==> src/rtl/clk_div_pkg.sv <==
`default_nettype none
// ============================================================================
// Module      : clk_div_pkg
// Description : Shared types and helpers for the multi-channel clock divider.
//               DIV_W_DEFAULT - default divide-value width
//               div_t         - divide value of default width
//               eff_div()     - maps a programmed ratio of 0 onto 1
// Revision    : 1.0 - initial release
// ============================================================================
package clk_div_pkg;

    localparam int DIV_W_DEFAULT = 16;

    typedef logic [DIV_W_DEFAULT-1:0] div_t;

    // A ratio of 0 would mean a 1-cycle period, which cannot carry both a
    // high and a low phase, so it is treated as the minimum ratio of 1.
    function automatic div_t eff_div(input div_t d);
        return (d == '0) ? div_t'(1) : d;
    endfunction

endpackage
`default_nettype wire

==> src/rtl/clk_div_channel.sv <==
`default_nettype none
// ============================================================================
// Module      : clk_div_channel
// Description : One programmable divider channel. Period = max(div,1)+1
//               cycles; square wave is high for the first half (low-biased
//               for odd periods) and a tick marks the start of each period.
// Ports       : clk, rst      - clock, asynchronous active-high reset
//               i_en          - run enable
//               i_sync        - restart at phase 0 (only while enabled)
//               i_div         - requested ratio, sampled at period start
//               o_clk_out     - registered divided square wave
//               o_tick        - registered 1-cycle start-of-period pulse
//               o_busy        - channel running
// Revision    : 1.0 - initial release
// ============================================================================
module clk_div_channel
    import clk_div_pkg::*;
#(
    parameter int DIV_W = DIV_W_DEFAULT
) (
    input  logic             clk,
    input  logic             rst,
    input  logic             i_en,
    input  logic             i_sync,
    input  logic [DIV_W-1:0] i_div,
    output logic             o_clk_out,
    output logic             o_tick,
    output logic             o_busy
);

    logic [DIV_W-1:0] r_cnt;
    logic [DIV_W-1:0] r_active_div;
    logic             r_run;
    logic             r_clk_out;
    logic             r_tick;

    logic [DIV_W-1:0] w_eff_div;
    logic [DIV_W:0]   w_cnt_nxt;
    logic [DIV_W:0]   w_half;
    logic             w_wrap;
    logic             w_start;

    generate
        if (DIV_W == DIV_W_DEFAULT) begin : g_pkg_eff
            assign w_eff_div = eff_div(i_div);
        end else begin : g_generic_eff
            assign w_eff_div = (i_div == '0) ? DIV_W'(1) : i_div;
        end
    endgenerate

    // One extra bit so active_div = 2^DIV_W-1 yields a period of 2^DIV_W
    // without the high-phase threshold wrapping to zero.
    assign w_cnt_nxt = {1'b0, r_cnt} + (DIV_W+1)'(1);
    assign w_half    = ({1'b0, r_active_div} + (DIV_W+1)'(1)) >> 1;

    assign w_wrap  = r_run && (r_cnt == r_active_div);
    // A sync landing on a wrap is one start, so the terms are simply ORed.
    assign w_start = i_en && (!r_run || i_sync || w_wrap);

    always_ff @(posedge clk or posedge rst) begin
        if (rst) begin
            r_cnt        <= '0;
            r_active_div <= '0;
            r_run        <= 1'b0;
            r_clk_out    <= 1'b0;
            r_tick       <= 1'b0;
        end else if (!i_en) begin
            // Disable wins over sync; any partial period is discarded.
            r_cnt     <= '0;
            r_run     <= 1'b0;
            r_clk_out <= 1'b0;
            r_tick    <= 1'b0;
        end else if (w_start) begin
            // The ratio is only latched here, so a mid-period change to
            // i_div can never shorten or stretch the period in flight.
            r_cnt        <= '0;
            r_active_div <= w_eff_div;
            r_run        <= 1'b1;
            r_clk_out    <= 1'b1;
            r_tick       <= 1'b1;
        end else if (r_run) begin
            r_cnt     <= w_cnt_nxt[DIV_W-1:0];
            r_tick    <= 1'b0;
            r_clk_out <= (w_cnt_nxt < w_half);
        end
    end

    assign o_clk_out = r_clk_out;
    assign o_tick    = r_tick;
    assign o_busy    = r_run;

endmodule
`default_nettype wire

==> src/rtl/multi_channel_clk_div.sv <==
`default_nettype none
// ============================================================================
// Module      : multi_channel_clk_div
// Description : NUM_CH independent programmable clock dividers producing
//               registered clock-enables and square waves for the clk domain.
//               A common sync_all pulse phase-aligns every enabled channel.
// Ports       : clk      - system clock (rising edge)
//               rst      - asynchronous active-high reset
//               en       - per-channel run enable          [NUM_CH]
//               div      - per-channel ratio, channel c at div[c*DIV_W +: DIV_W]
//               sync_all - restart all enabled channels at phase 0
//               clk_out  - divided square waves             [NUM_CH]
//               tick     - start-of-period pulses           [NUM_CH]
//               busy     - channel running                  [NUM_CH]
// Revision    : 1.0 - initial release
// ============================================================================
module multi_channel_clk_div
    import clk_div_pkg::*;
#(
    parameter int NUM_CH = 4,
    parameter int DIV_W  = DIV_W_DEFAULT
) (
    input  logic                    clk,
    input  logic                    rst,
    input  logic [NUM_CH-1:0]       en,
    input  logic [NUM_CH*DIV_W-1:0] div,
    input  logic                    sync_all,
    output logic [NUM_CH-1:0]       clk_out,
    output logic [NUM_CH-1:0]       tick,
    output logic [NUM_CH-1:0]       busy
);

    generate
        for (genvar c = 0; c < NUM_CH; c++) begin : g_ch
            clk_div_channel #(
                .DIV_W (DIV_W)
            ) u_channel (
                .clk       (clk),
                .rst       (rst),
                .i_en      (en[c]),
                .i_sync    (sync_all),
                .i_div     (div[c*DIV_W +: DIV_W]),
                .o_clk_out (clk_out[c]),
                .o_tick    (tick[c]),
                .o_busy    (busy[c])
            );
        end
    endgenerate

endmodule
`default_nettype wire
==> config.mk <==
export PLATFORM = sky130hd
export DESIGN_NAME = multi_channel_clk_div
export DESIGN_NICKNAME = d
export VERILOG_FILES = /design/src/rtl/clk_div_pkg.sv /design/src/rtl/clk_div_channel.sv /design/src/rtl/multi_channel_clk_div.sv
export SDC_FILE = /design/constraint.sdc
export NUM_CORES = 1
export LEC_CHECK = 0
export CAP_MARGIN = 20
export CORE_ASPECT_RATIO = 1.1
export CORE_MARGIN = 4
export CORE_UTILIZATION = 53
export CTS_BUF_LIST = sky130_fd_sc_hd__clkbuf_16
export DETAILED_ROUTE_END_ITERATION = 16
export PLACE_DENSITY_LB_ADDON = 0.3
export SLEW_MARGIN = 20
export SYNTH_ARGS = -nofsm -noshare
export SYNTH_HDL_FRONTEND = slang
export SYNTH_SLANG_ARGS = --single-unit
==> constraint.sdc <==
create_clock -name clk -period 4.65 [get_ports clk]
set_input_delay 0.6975 -clock clk [delete_from_list [all_inputs] [get_ports clk]]
set_output_delay 0.6975 -clock clk [all_outputs]
set_load 0.01 [all_outputs]
[Word-level counts from Yosys, hierarchy flattened]
Index checks and enable logic that the tools add are counted.
Storage, ports and cells
  flip-flop bits (word level): 140
  logic and storage cells: 120
  output and inout bits: 12
  input port bits: 71
Cells by class
  reductions and logical operators: 28
  add/sub/neg operators: 8
  equality and inequality tests: 12
  magnitude comparators: 4
  mux-type cells: 48
Operator list (count)
  $mux 16: 16
  $add 16x1->17 const B: 8
  $lt 17x16->1: 4
  $eq 16x16->1: 4
  $logic_not 16->1: 4
  $mux 1: 32
  $ne 3x1->1 const B: 4
  $logic_and 1x1->1: 8
  $logic_or 1x1->1: 8
  $ne 2x1->1 const B: 4
  $reduce_and 2->1: 4
  $logic_not 1->1: 4

[Depth between registers and ports, before layout]
Gate-level depths: netlist of run 1.
  depth after elaboration: 6
  depth in mapped cells: 12
  gate-level depth less buffers: 11

[By module]
A second synthesis of run 1 with hierarchy kept.
Second synthesis, totals
  cells, all modules: 899
  area, all modules: 9311.4 um^2
Modules (own cells, without submodules)
  clk_div_channel (g_ch[0].u_channel ...): cells an instance 223, sequential area each 875.8 um^2, instances 2, area each 2318.5 um^2
  clk_div_channel (g_ch[3].u_channel): cells an instance 226, sequential area each 875.8 um^2, instances 1, area each 2342.2 um^2
  clk_div_channel (g_ch[1].u_channel): cells an instance 227, sequential area each 875.8 um^2, instances 1, area each 2332.2 um^2

[Worst setup path before layout of run 1]
Ideal clock, no wire load.
  path kind: register -> register
  start point: register g_ch[2].u_channel.r_cnt[0]
  end point: register g_ch[2].u_channel.r_clk_out
  arrival: 2.575 ns
  path slack: 1.992 ns
  clock period less this slack: 2.658 ns
  buffers on the path: 0
  data required time: 4.567 ns
  stages on the path, launching flop included: 11
  library setup time: 0.083 ns
  path through: dfrtp_1 > ha_1 > and4_1 > or3b_2 > xnor2_1 > ha_1 > a21oi_1 > o21ai_0 > a2111oi_0 > a21oi_1 > o21ai_0
On the way
  cells in the longest elaborated chain, start to end: 6
  elaborated cells between the ends (all ways): 10
  classes of those cells: add/sub (1); order compare (1); eq/ne (2); mux (3); reduce/logical (3)
Ends and longest elaborated chain
  start, declared: RTL line clk_div_channel.sv:31  | logic [DIV_W-1:0] r_cnt;
  start signal, assigned: RTL line clk_div_channel.sv:82  | r_cnt <= w_cnt_nxt[DIV_W-1:0];
  parallel branches: the longest is 6 deep, another holds $add 16x1->17
  end signal, assigned: RTL line clk_div_channel.sv:84  | r_clk_out <= (w_cnt_nxt < w_half);
  end, declared: RTL line clk_div_channel.sv:34  | logic r_clk_out;
Several ways; the timed one is not identified. The select of a mux whose other input is x is not followed.
A chain may end at the register's enable or synchronous reset.

[Worst setup path in the final report of run 1]
Same ends and word-level chain as after synthesis.

==> results of run 1 <==
## power by group through the flow
stage          combinational, W  sequential (W)  clock [W]
2_1_floorplan          0.000392         0.00141          0
3_3_place_gp           0.000503         0.00145          0
3_5_place_dp           0.000510         0.00145          0
4_1_cts                0.000517         0.00143    0.00138
5_1_grt                0.000571         0.00145    0.00144
6_report               0.000509         0.00143    0.00135
## how the worst max path moves through the flow
| stage | start | endpoint | slack (ns) | cells past startpoint |
|---|---|---|---|---|
| 6_report | g_ch[2].u_channel.r_cnt[0] | g_ch[2].u_channel.o_clk_out | 1.63 | 10 |
| 5_1_grt | g_ch[1].u_channel.r_cnt[0] | g_ch[1].u_channel.o_clk_out | 1.26 | 11 |
| 4_1_cts | g_ch[2].u_channel.r_cnt[0] | g_ch[2].u_channel.o_clk_out | 1.67 | 10 |
| 3_5_place_dp | g_ch[2].u_channel.r_cnt[0] | g_ch[2].u_channel.o_clk_out | 1.70 | 10 |
| 3_3_place_gp | g_ch[2].u_channel.r_cnt[0] | g_ch[2].u_channel.o_clk_out | 1.86 | 10 |
| 2_1_floorplan | rst | g_ch[0].u_channel.o_busy | 0.20 | 1 |
## cells by family (layout without fill, tap and decap cells)
group,Yosys count,count (layout)
compound gates,64,64
xor+xnor,176,176
fa+ha+maj,68,68
buf+inv,51,132
flops,140,140
mux,64,64
simple gates,318,318
## state kept, by name (all words and copies together) (netlist names)
register,flops
g_ch.u_channel.o_busy,4
g_ch.u_channel.r_cnt,64
g_ch.u_channel.o_tick,4
g_ch.u_channel.o_clk_out,4
g_ch.u_channel.r_active_div,64
## critical path, cell delays in order, from the launching register on
cell	delay [ns]
dfrtp_1	0.45
ha_1	0.23
and4_1	0.26
or3b_2	0.50
xnor2_1	0.16
ha_1	0.31
a21oi_1	0.13
o21ai_0	0.13
a2111oi_0	0.47
a21oi_1	0.12
o21ai_0	0.17
## through the flow
| stage | worst slack [ns] | hold slack (ns) | cell area, um2 |
|---|---|---|---|
| after floorplan | 0.200 | 0.501 | 9240 |
| after global placement | 1.86 | 0.533 | 10100 |
| after detailed placement | 1.70 | 0.548 | 10100 |
| after CTS | 1.67 | 0.555 | 10700 |
| after global routing | 1.26 | 0.580 | 10700 |
| final | 1.63 | 0.559 | 10700 |
## synth_stat cells, drive strengths merged
library cell / count / share of area (%)
a2111oi: 2 / 0.19
a211o: 1 / 0.095
a211oi: 2 / 0.16
a21bo: 2 / 0.22
a21boi: 2 / 0.28
a21o: 4 / 0.32
a21oi: 21 / 1.1
a221oi: 1 / 0.095
a31o: 2 / 0.19
a31oi: 2 / 0.14
a41o: 4 / 0.43
and2: 2 / 0.14
and2b: 6 / 0.50
and3: 26 / 1.8
and4: 12 / 1.2
buf: 27 / 2.8
clkbuf: 7 / 0.28
dfrtp: 140 / 38
ha: 68 / 9.2
inv: 17 / 0.69
mux2: 64 / 8.8
nand2: 52 / 2.1
nand2b: 5 / 0.34
nand3: 52 / 2.8
nand3b: 1 / 0.081
nand4: 29 / 2.0
nand4b: 1 / 0.095
nor2: 41 / 1.7
nor2b: 55 / 3.7
nor3: 8 / 0.43
nor4: 25 / 1.8
o2111ai: 3 / 0.28
o21a: 2 / 0.16
o21ai: 13 / 0.74
o21bai: 1 / 0.081
o221a: 1 / 0.12
o41ai: 1 / 0.095
or3: 1 / 0.068
or3b: 2 / 0.19
xnor2: 70 / 6.6
xor2: 106 / 10
## cell type report
type | instances | area share, %
tap | 234 | 2.75
sequential | 140 | 32.8
clock inverter | 14 | 1.43
inverter | 17 | 0.645
clock buffer | 17 | 3.99
timing repair buffer | 84 | 7.84
multi-input combinational | 690 | 50.5
## metal layers
layer	vias up	global-route usage [%]
li1	3237	-
met1	3150	26.2
met2	110	33.5
met3	25	4.55
met4	0	6.22
met5	-	0
==> impl_metrics.toml, run 1 <==
[place]
gp_congestion = 0.848
io_buffers = 82
dp_hpwl_mm = 14.2
placedCellCount = 1165

[final_layout]
num-fill-cells = 1401
drive_above_1_share_pct = 10.9
multi_input_area_um2 = 5390
regArea_um2 = 3500
diodes = 0
layout_commonest_cell = "dfrtp_1"
postLayoutCoreUtil_pct = 62.4
nNetsFinal = 1089
syn2layout_area_growth_pct = 15.4
final_cells = 1196
final_cell_mix = "140 x dfrtp_1, 106 x xor2_1, 82 x clkdlybuf4s50_1"

[clock_network]
clk_pin_slew_ns = 0.06
cts_setup_buffers = 0
hold_buffers = 0
htreeDepth = 4
insertion_delay_ns = 0.42
clockBufferDepth = 2
cts_buffers = 17
cts_sinks = 140
root_buffer = "clkbuf_16"
tritoncts = "yes"
ctsResizeCount = 0

[detailed_routing]
wl_met2_mm = 9.17
dr_wl_met3_um = 625
top_layer_used = "met4"
wirelength_mm = 18.7
ant_nets = 0
vias = 6522
wl_per_cell_um = 15.6
wl_met1_mm = 8.60
drt_first_pass_iters = 5
viasPerCell = 5.45
drc = 0
detail_route.iter0.violations = 347

[setup_path]
reg2reg_depth = 10
reg2reg_slack_ns = 1.63
worstSetupPathType = "flip-flop to flip-flop"
cp-end-kind = "flip-flop"
cp_max_fo = 6
critical_path_required_ns = 4.99
timing.rr.end = "g_ch[2].u_channel.o_clk_out"
startpoint_type = "flip-flop"
crit_arrival_ns = 3.35
r2r_start = "g_ch[2].u_channel.r_cnt[0]"

[yosys]
synth_top_family_by_area = "simple AND/OR/NAND/NOR gates"
synthCells = 881
yosys.area_share.adder_pct = 9.21
ys_seq_area_share_pct = 37.9
synthesis.area_um2 = 9240
synth_xor_area_share_pct = 16.7
synth_simple_gate_area_share_pct = 18.9
ys_seq_elements = 140
synth_cell_types = 51
syn_area_per_cell_um2 = 10.5
synth.area.mux_share_pct = 8.77
synth_fp_nets = 1020
synth-compound-area-share_pct = 4.75
synth_warnings = 0

[floorplanning]
die_w_um = 134
rows = 50
die_area_um2 = 19600
die_h_um = 146
core_um2 = 17100
io_pins = 83
start_util_pct = 54.1

[sta]
fmax_mhz = 331
relSlewSlack_pct = 41.0
rsz0062_at_grt = "no"
final.setup_skew_ns = 0.00772
period_needed_ns = 3.02
hold_viol = 0
drv_slew = 0
setup_viol = 0
fin_crit_sh_pct = 64.9
tightest_slew_ns = 0.885
fin_tns_setup_ns = 0

[power]
p_leak_nw = 4.82
switchingPower_w = 0.000867
pwr-share-clk_pct = 41.0
p_int_w = 0.00242
p_comb_share_pct = 15.5
seqPwrFrac_pct = 43.5
power_w = 0.00329
ir_worst_vdd_uv = 262
p_per_area_nw_per_um2 = 308
swShare_pct = 26.4

[global_routing]
antenna_found_initial = 0
grt_pass1_vias = 6660
gr-total-overflow = 0
grt_pass1_wl_mm = 32.2
grt_usage_pct = 20.1
grt_max_degree = 97

[outcome]
outcome = "finished clean"

[hold_path]
worst_hold_path.endpoint = "g_ch[1].u_channel.r_cnt[0]"
hp-start = "g_ch[1].u_channel.r_cnt[0]"
min_path_type = "flip-flop to flip-flop"
holdPathStages = 1

[flow_run]
maxCapViolations = 0
No activity file was read; power rests on OpenSTA's default activity.
==> inputs of run 2 (changes only) <==
--- a/config.mk
+++ b/config.mk
@@ -8,7 +8,7 @@
 export CAP_MARGIN = 20
 export CORE_ASPECT_RATIO = 1.1
 export CORE_MARGIN = 4
-export CORE_UTILIZATION = 53
+export CORE_UTILIZATION = 59
 export CTS_BUF_LIST = sky130_fd_sc_hd__clkbuf_16
 export DETAILED_ROUTE_END_ITERATION = 16
 export PLACE_DENSITY_LB_ADDON = 0.3
==> constraint.sdc (replaced) <==
create_clock -name clk -period 2.9 [get_ports clk]
set_input_delay 0.435 -clock clk [delete_from_list [all_inputs] [get_ports clk]]
set_output_delay 0.435 -clock clk [all_outputs]
set_load 0.01 [all_outputs]
==> impl_metrics.toml, run 2 (synthesis results as in run 1) <==
[outcome]
outcome = "finished clean"

[final_layout]
diodes = 0
final_cell_mix = "139 x dfrtp_1, 106 x xor2_1, 82 x clkdlybuf4s50_1"
multi_input_area_um2 = 5410
fin_area_um2 = 10800
regArea_um2 = 3500
reg.largest.list = "g_ch.u_channel.r_active_div: 64 flops, g_ch.u_channel.r_cnt: 64 flops"
drive_above_1_share_pct = 13.0
num-fill-cells = 1126
final_cells = 1174
layout_commonest_cell = "dfrtp_1"
nNetsFinal = 1104
syn2layout_area_growth_pct = 16.7

[global_routing]
grt_pass1_vias = 6782
grt_pass1_wl_mm = 32.7
gr-total-overflow = 0
grt_usage_pct = 22.6
grt_max_degree = 46
antenna_found_initial = 0

[clock_network]
clockBufferDepth = 2
tritoncts = "yes"
clk_pin_slew_ns = 0.06
cts_buffers = 17
cts_setup_buffers = 0
hold_buffers = 0
root_buffer = "clkbuf_16"
insertion_delay_ns = 0.42
htreeDepth = 4
cts_sinks = 140

[power]
p_leak_nw = 4.90
p_per_area_nw_per_um2 = 493
power_w = 0.00531
ir_worst_vdd_uv = 463

[floorplanning]
die_h_um = 139
rows = 47
start_util_pct = 60.7
io_pins = 83
die_area_um2 = 17700
die_w_um = 127
core_um2 = 15200

[setup_path]
worstSetupPathType = "flip-flop to flip-flop"
startpoint_type = "flip-flop"
cp-end-kind = "flip-flop"
crit_arrival_ns = 2.95
cp_max_fo = 4
critical_path_required_ns = 3.19

[detailed_routing]
detail_route.iter0.violations = 398
viasPerCell = 5.64
drc = 0
ant_nets = 0
wl_per_cell_um = 16.2
wirelength_mm = 19.0
drt_first_pass_iters = 7
vias = 6625

[place]
dp_hpwl_mm = 14.6
io_buffers = 82
placedCellCount = 1142
placed_cell_area_um2 = 10200
gp_congestion = 0.875

[sta]
tightest_slew_ns = 0.620
period_needed_ns = 2.66
final.setup_skew_ns = 0.00617
fin_hold_ws_ns = 0.398
hold_viol = 0
setup_viol = 0
fin_crit_sh_pct = 91.6
drv_slew = 0
relSlewSlack_pct = 58.6
fmax_mhz = 376

[flow_run]
maxCapViolations = 0

[hold_path]
min_path_type = "input pin to async pin"
[run 2: worst paths after layout]
kind	startpoint	end	slack [ns]	cells after the start
max	g_ch[2].u_channel.r_cnt[1]	g_ch[2].u_channel.o_clk_out	0.24	10
min	rst	g_ch[0].u_channel.o_tick	0.40	2
max reg2reg	g_ch[2].u_channel.r_cnt[1]	g_ch[2].u_channel.o_clk_out	0.24	10
min reg2reg	g_ch[1].u_channel.r_cnt[0]	g_ch[1].u_channel.r_cnt[0]	0.50	1
max in group asynchronous	rst	g_ch[1].u_channel.r_active_div[15]	1.85	3
min in group clk	g_ch[1].u_channel.r_cnt[0]	g_ch[1].u_channel.r_cnt[0]	0.50	1
[run 2: repair_timing]
item,4_1_cts,5_1_grt
cloned,0,0
gates resized for setup,1,7
setup endpoints to repair,1,2
pin swaps,0,1
[run 2: power breakdown]
group | switching [W] | internal (W)
Clock | 0.000837 | 0.00133
Combinational | 0.000372 | 0.000479
Sequential | 0.000205 | 0.00209
Total | 0.00141 | 0.00390
[run 2: cell type report]
| type | instances | area share, % |
|---|---|---|
| multi-input cells | 690 | 50.2 |
| flip-flops and latches | 140 | 32.5 |
| repair buffers | 99 | 9.03 |
| clock buffers | 17 | 3.94 |
| well taps | 196 | 2.27 |
| clock inverters | 15 | 1.45 |
| inverters | 17 | 0.627 |
[run 2: routing by layer]
layer  global-route usage, %  share of wire (%)  vias up
met5                       0                  0        -
met4                    7.79                1.8        0
met3                    3.76                2.6       31
met2                    37.5                 50      110
met1                    30.1                 45     3211
li1                        -                  -     3273
[run 2: worst max-delay path, stage by stage, from the launching register on]
cell	delay, ns
dfrtp_1	0.40
ha_1	0.22
and4_1	0.22
or3b_2	0.49
xnor2_1	0.16
ha_1	0.31
nand2_1	0.07
o21ai_0	0.29
o2111ai_1	0.17
a21oi_1	0.12
o21ai_0	0.09
[run 2: metrics by stage]
stage	setup TNS [ns]	utilization, %	setup WS [ns]
3_3_place_gp	0	66.8	0.170
2_1_floorplan	0	-	0.242
5_1_grt	-0.0201	70.8	-0.0201
6_report	0	70.8	0.244
4_1_cts	0	70.6	0.0756
3_5_place_dp	0	66.8	0.0785
==> inputs of run 3 (changes only) <==
--- a/config.mk
+++ b/config.mk
@@ -16,3 +16,4 @@
 export SYNTH_ARGS = -nofsm -noshare
 export SYNTH_HDL_FRONTEND = slang
 export SYNTH_SLANG_ARGS = --single-unit
+export TNS_END_PERCENT = 20
==> results of run 3 <==
No change in the layout: final DEF, timing and power equal those of run 2.
